$ cat config.mk
export PLATFORM = sky130hd
export DESIGN_NAME = flit_tx_channel
export DESIGN_NICKNAME = d
export VERILOG_FILES = /design/src/rtl/flit_pkg.sv /design/src/rtl/flit_out_stage.sv /design/src/rtl/flit_tx_channel.sv
export SDC_FILE = /design/constraint.sdc
export NUM_CORES = 1
export LEC_CHECK = 0
export CORE_MARGIN = 2
export CORE_UTILIZATION = 43
export DETAILED_ROUTE_END_ITERATION = 12
export PLACE_DENSITY = 0.84
export SYNTH_ARGS = -nofsm -noshare
export SYNTH_HDL_FRONTEND = slang
export SYNTH_SLANG_ARGS = --single-unit
$ cat constraint.sdc
create_clock -name clk -period 4.6 [get_ports clk]
set_input_delay 1.15 -clock clk [delete_from_list [all_inputs] [get_ports clk]]
set_output_delay 1.15 -clock clk [all_outputs]
set_load 0.02 [all_outputs]
$ cat src/rtl/flit_pkg.sv
// ----------------------------------------------------------------------------
// flit_pkg
// Shared definitions for the flit transmitter: flit type codes, flit field
// positions, the downstream FIFO depth, the transmitter state encoding and
// helpers that assemble the 31-bit flit body (everything except bit 31).
// ----------------------------------------------------------------------------
package flit_pkg;

   // Flit type codes carried in [TYPE_HI:TYPE_LO]; 2'b00 is never sent
   localparam logic [1:0] FLIT_HEAD = 2'b01;
   localparam logic [1:0] FLIT_BODY = 2'b10;
   localparam logic [1:0] FLIT_TAIL = 2'b11;

   // Field positions inside a flit
   localparam int TYPE_HI = 30;
   localparam int TYPE_LO = 29;
   localparam int DEST_HI = 28;
   localparam int DEST_LO = 25;
   localparam int LEN_HI  = 24;
   localparam int LEN_LO  = 20;
   localparam int SRC_HI  = 19;
   localparam int SRC_LO  = 16;

   // Depth of the downstream router input FIFO fed by this channel
   localparam int FIFO_DEPTH = 6;

   typedef enum logic {
      ST_IDLE    = 1'b0,
      ST_PAYLOAD = 1'b1
   } tx_state_e;

   // Header flit without bit 31: type, dest, len, source id, low half zero
   function automatic logic [30:0] make_header(input logic [3:0] dest,
                                               input logic [4:0] len,
                                               input logic [3:0] src);
      logic [30:0] f;
      f                   = '0;
      f[TYPE_HI:TYPE_LO]  = FLIT_HEAD;
      f[DEST_HI:DEST_LO]  = dest;
      f[LEN_HI:LEN_LO]    = len;
      f[SRC_HI:SRC_LO]    = src;
      return f;
   endfunction

   // Body or tail flit without bit 31: type code over the payload word
   function automatic logic [30:0] make_data(input logic [1:0]  typ,
                                             input logic [28:0] data);
      return {typ, data};
   endfunction

endpackage

$ cat src/rtl/flit_out_stage.sv
// ----------------------------------------------------------------------------
// flit_out_stage
// One-entry registered output stage in front of the downstream FIFO write
// port. Holds dout/in_val while the FIFO reports full, clears in_val once the
// flit is delivered, and reports out_free so a new flit can be loaded on the
// same edge the current one leaves (no bubbles).
//
// Optional feature (macro FLIT_PARITY_EN): when defined, dout[31] carries even
// parity over dout[30:0], computed at load time. When undefined, dout[31] is
// tied to 0.
//
// Ports:
//   clk_i       clock
//   reset_i     synchronous active-high reset
//   load_i      load flit_i this edge (only honoured when out_free_o)
//   flit_i      flit bits [30:0] to load
//   full_ext_i  downstream FIFO full
//   out_free_o  stage empty or its flit is delivered this edge
//   in_val_o    registered flit valid
//   dout_o      registered flit
// ----------------------------------------------------------------------------
module flit_out_stage (
   input  logic        clk_i,
   input  logic        reset_i,
   input  logic        load_i,
   input  logic [30:0] flit_i,
   input  logic        full_ext_i,
   output logic        out_free_o,
   output logic        in_val_o,
   output logic [31:0] dout_o
);

   logic        in_val_q, in_val_d;
   logic [31:0] dout_q, dout_d;
   logic        par_bit;

`ifdef FLIT_PARITY_EN
   // Even parity: total number of ones across all 32 bits is even
   assign par_bit = ^flit_i;
`else
   assign par_bit = 1'b0;
`endif

   // Free when empty, or when the held flit transfers on this edge
   assign out_free_o = !in_val_q || !full_ext_i;

   always_comb begin
      in_val_d = in_val_q;
      dout_d   = dout_q;
      if (load_i && out_free_o) begin
         in_val_d = 1'b1;
         dout_d   = {par_bit, flit_i};
      end else if (out_free_o) begin
         // Delivered (or already empty) with nothing new: drop valid, keep data
         in_val_d = 1'b0;
      end
   end

   always_ff @(posedge clk_i) begin
      if (reset_i) begin
         in_val_q <= 1'b0;
         dout_q   <= 32'h0;
      end else begin
         in_val_q <= in_val_d;
         dout_q   <= dout_d;
      end
   end

   assign in_val_o = in_val_q;
   assign dout_o   = dout_q;

endmodule

$ cat src/rtl/flit_tx_channel.sv
// ----------------------------------------------------------------------------
// flit_tx_channel
// Output-channel transmitter: turns a packet request plus a payload stream
// into header/body/tail flits and pushes them into the downstream router's
// input FIFO through a one-entry registered output stage. One packet in
// flight; sustains one flit per cycle while the FIFO is not full, including
// across packet boundaries.
//
// Optional feature (macro FLIT_PARITY_EN): even parity in dout[31], handled
// inside flit_out_stage.
//
// Parameters:
//   SRC_ID   source router id placed in header [19:16]
//   MAX_LEN  largest legal payload length (1..31)
//
// Ports:
//   clk, reset          clock, synchronous active-high reset
//   pkt_req/dest/len    packet request (held until pkt_ack)
//   pkt_ack, err_len    request consumed / rejected for illegal length
//   pl_data/val/rdy     payload stream handshake
//   full_ext            downstream FIFO full
//   dout, in_val        registered flit and valid to downstream
//   busy                packet in progress or flit pending
// ----------------------------------------------------------------------------
module flit_tx_channel
   import flit_pkg::*;
#(
   parameter logic [3:0] SRC_ID  = 4'd0,
   parameter int         MAX_LEN = 16
) (
   input  logic        clk,
   input  logic        reset,
   input  logic        pkt_req,
   input  logic [3:0]  pkt_dest,
   input  logic [4:0]  pkt_len,
   output logic        pkt_ack,
   output logic        err_len,
   input  logic [28:0] pl_data,
   input  logic        pl_val,
   output logic        pl_rdy,
   input  logic        full_ext,
   output logic [31:0] dout,
   output logic        in_val,
   output logic        busy
);

   localparam logic [4:0] MAX_LEN_L = 5'(MAX_LEN);

   tx_state_e   state_q, state_d;
   logic [4:0]  cnt_q, cnt_d;
   logic        out_free;
   logic        load;
   logic [30:0] flit;
   logic        len_ok;

   assign len_ok = (pkt_len != 5'd0) && (pkt_len <= MAX_LEN_L);

   // State and remaining-payload counter
   always_ff @(posedge clk) begin
      if (reset) begin
         state_q <= ST_IDLE;
         cnt_q   <= 5'd0;
      end else begin
         state_q <= state_d;
         cnt_q   <= cnt_d;
      end
   end

   // Next state
   always_comb begin
      state_d = state_q;
      case (state_q)
         ST_IDLE:    if (pkt_req && len_ok && out_free) state_d = ST_PAYLOAD;
         ST_PAYLOAD: if (pl_val && out_free && cnt_q == 5'd1) state_d = ST_IDLE;
         default:    state_d = ST_IDLE;
      endcase
   end

   // Outputs, flit selection and counter update. Handshake outputs are
   // combinational so a held request is consumed exactly once; they are
   // forced low while reset is asserted.
   always_comb begin
      pkt_ack = 1'b0;
      err_len = 1'b0;
      pl_rdy  = 1'b0;
      load    = 1'b0;
      flit    = '0;
      cnt_d   = cnt_q;
      if (!reset) begin
         case (state_q)
            ST_IDLE: begin
               if (pkt_req) begin
                  if (!len_ok) begin
                     // Rejected requests do not need the output stage
                     pkt_ack = 1'b1;
                     err_len = 1'b1;
                  end else if (out_free) begin
                     pkt_ack = 1'b1;
                     load    = 1'b1;
                     flit    = make_header(pkt_dest, pkt_len, SRC_ID);
                     cnt_d   = pkt_len;
                  end
               end
            end
            ST_PAYLOAD: begin
               pl_rdy = out_free;
               if (pl_val && out_free) begin
                  load  = 1'b1;
                  flit  = make_data((cnt_q == 5'd1) ? FLIT_TAIL : FLIT_BODY,
                                    pl_data);
                  cnt_d = cnt_q - 5'd1;
               end
            end
            default: ;
         endcase
      end
   end

   flit_out_stage u_out (
      .clk_i      (clk),
      .reset_i    (reset),
      .load_i     (load),
      .flit_i     (flit),
      .full_ext_i (full_ext),
      .out_free_o (out_free),
      .in_val_o   (in_val),
      .dout_o     (dout)
   );

   assign busy = (state_q == ST_PAYLOAD) || in_val;

endmodule

==> out/metrics.cfg <==
[outcome]
status=complete, no violations

[timing]
period_needed_ns=4.350
tns_ns=0
hold_viol=0
drv_slew=0
holdWs_ns=0.4600
setup_viol=0
finalCritPeriodShare=0.9457
rsz0062_at_grt=no
max_freq_mhz=229.9
clock_skew_ns=0.005458

[floorplanning]
dieArea_um2=4346
rows=22
fp.dieW_um=65.93
initial_core_util=0.4504
core_um2=3661
die_height_um=65.93
io_pins=80

[pwr]
switchingPower_mw=0.2167
pwr-share-clk=0.302
power.internal_mw=0.5625
p_total_mw=0.7792
leakage_nw=0.9669
ir_worst_vdd_mv=0.1315
seqPwrFrac=0.464
p_comb_frac=0.234
p_sw_frac=0.2782
power_density_nw_per_um2=308.2

[place]
placed_area_um2=2434
io_buffers=78
hpwl_um=3173
post-place-cells=286
place_congestion=0.7646

[clock_network]
cts_root_buf=clkbuf_8
clock_sinks=38
cts.reportedPaths.clkPinSlew_ns=0.08
clock_latency_ns=0.28
htreeDepth=2
holdBufCountCts=0
cts_tree=yes
cts_buffers=5
cts_buffer_depth=2
ctsResizeCount=0
cts_setup_buffers=0

[yosys]
avgSynthCellArea_um2=9.816
syn_area_um2=1649
syn-instance-count=168
synth_top_area_frac=0.4613
ys_warn_count=0
yosys.area_share.simple=0.2049
synth.distinct_cells=40
synth-seq-cells=38
synth_fa_ha_area_frac=0.01517
yosys.area_share.xor_xnor=0.009863
syn-num-nets=213
synth_compound_area_frac=0.2420
ys_seq_area_frac=0.4613
synth_mux_area_frac=0.009105
synth_top_family_by_area=compound AO/OA/AOI/OAI gates
synth.area.top_cells=dfxtp_1 46%, a22o_2 12%, nor2_1 6.1%
yosys.area.top_type=dfxtp_1

[cells_and_area]
antenna_cells=0
final_cell_mix=78 x clkdlybuf4s50_1, 38 x dfxtp_1, 27 x nor2_1, 19 x a22o_2, 10 x nand2_1
fin_cells=294
n_fill_cell=289
final_area_um2=2529
drive_above_1_share=0.1748
areaGrowthSynthToFinish_pct=53.34
final_common_cell=clkdlybuf4s50_1
nets=290

[routing]
wire_per_inst_um=14.59
vias=1523
first_pass_iters=4
drt_iter0_markers=84
drcViolationCount=0
wirelength_um=4288
vias_per_cell=5.180
ant_nets=0

[worst_setup_path]
crit_type=input pin to output pin
crit_path_max_fanout=5
arrival_ns=3.20
crit_required_ns=3.45
cp-start-kind=input pin
cp-end-kind=output pin

[global_route]
grtUsageMet3=0.05792
grt_use_met2=0.3321
grt_usage=0.2036
grt_pass1_wl_um=6727
grt_use_met1=0.2455
antenna_found_initial=0
grt_pass1_vias=1436
grt_max_degree=22
grt-ovfl-total=0
grt_busiest_layer=met2

[min_path]
min_path_type=register to register

[run]
cap_violations=0

[sequential cells by signal (all words and copies together), names as in the netlist]
signal / cells
u_out.dout_o: 31
state_q: 1
u_out.in_val_o: 1
cnt_q: 5
[Yosys cell counts, drive strengths merged]
library cell	instances
a21o	2
inv	4
and4	1
mux2	1
or2	1
a21oi	9
and3	1
a32o	1
xnor2	1
o31ai	1
nor2	29
o211ai	1
nor4	10
nand3	2
a221oi	1
and2b	1
nand4b	1
conb	1
nor3	5
a211oi	1
dlygate4sd1	1
o21ai	6
buf	5
dfxtp	38
nand2	10
o2bb2ai	1
a31o	2
ha	2
o311a	1
a31oi	1
a21boi	1
a22o	20
clkbuf	4
and2	2
[power by group through the flow]
stage / Clock [mW] / Sequential [mW] / Combinational, mW
2_1_floorplan: 0 / 0.386 / 0.0812
3_3_place_gp: 0 / 0.368 / 0.180
3_5_place_dp: 0 / 0.369 / 0.182
4_1_cts: 0.242 / 0.362 / 0.183
5_1_grt: 0.258 / 0.364 / 0.196
6_report: 0.235 / 0.362 / 0.182
[per-stage QoR]
step           setup WS, ns  utilization
4_1_cts              0.2357       0.6907
2_1_floorplan         1.172            -
3_5_place_dp         0.2418       0.6647
6_report             0.2498       0.6907
3_3_place_gp         0.3019       0.6647
5_1_grt              0.1773       0.6907
[logic make-up (layout without fill, tap and decap cells)]
family,Yosys count,in the layout
other cells,1,1
buf+inv,14,92
mux,1,1
xor+xnor,1,1
flops,38,38
compound gates,48,48
simple gates,63,63
fa+ha+maj,2,2
[worst max-delay path, cell delays in order]
cell and delay [ns]:
clkdlybuf4s50_1 0.49, nor4_4 0.45, xnor2_2 0.18, a211oi_1 0.28, clkdlybuf4s50_1 0.64
[final timing paths]
path | cells after the start | slack, ns | startpoint | to
max reg2reg | 5 | 2.64 | state_q | u_out.dout_o[0]
min reg2reg | 1 | 0.46 | u_out.dout_o[30] | u_out.dout_o[30]
max | 5 | 0.25 | pkt_len[3] | pkt_ack
min | 1 | 0.46 | u_out.dout_o[30] | u_out.dout_o[30]
[final cells by class]
cell class | instances | area (µm²) | share of cell area
timing repair buffer | 80 | 795.8 | 0.3147
tap | 48 | 60.06 | 0.02375
multi-input combinational | 116 | 802.0 | 0.3172
clock buffer | 6 | 82.58 | 0.03266
sequential | 38 | 760.7 | 0.3008
inverter | 4 | 15.01 | 0.005938
clock inverter | 2 | 12.51 | 0.004948
[metal layers]
layer	wire [µm]	part of all wire
met5	0	0
met4	75	0.017
met3	341	0.080
met2	2012	0.47
met1	1858	0.43
Power figures use the tool's default switching activity.
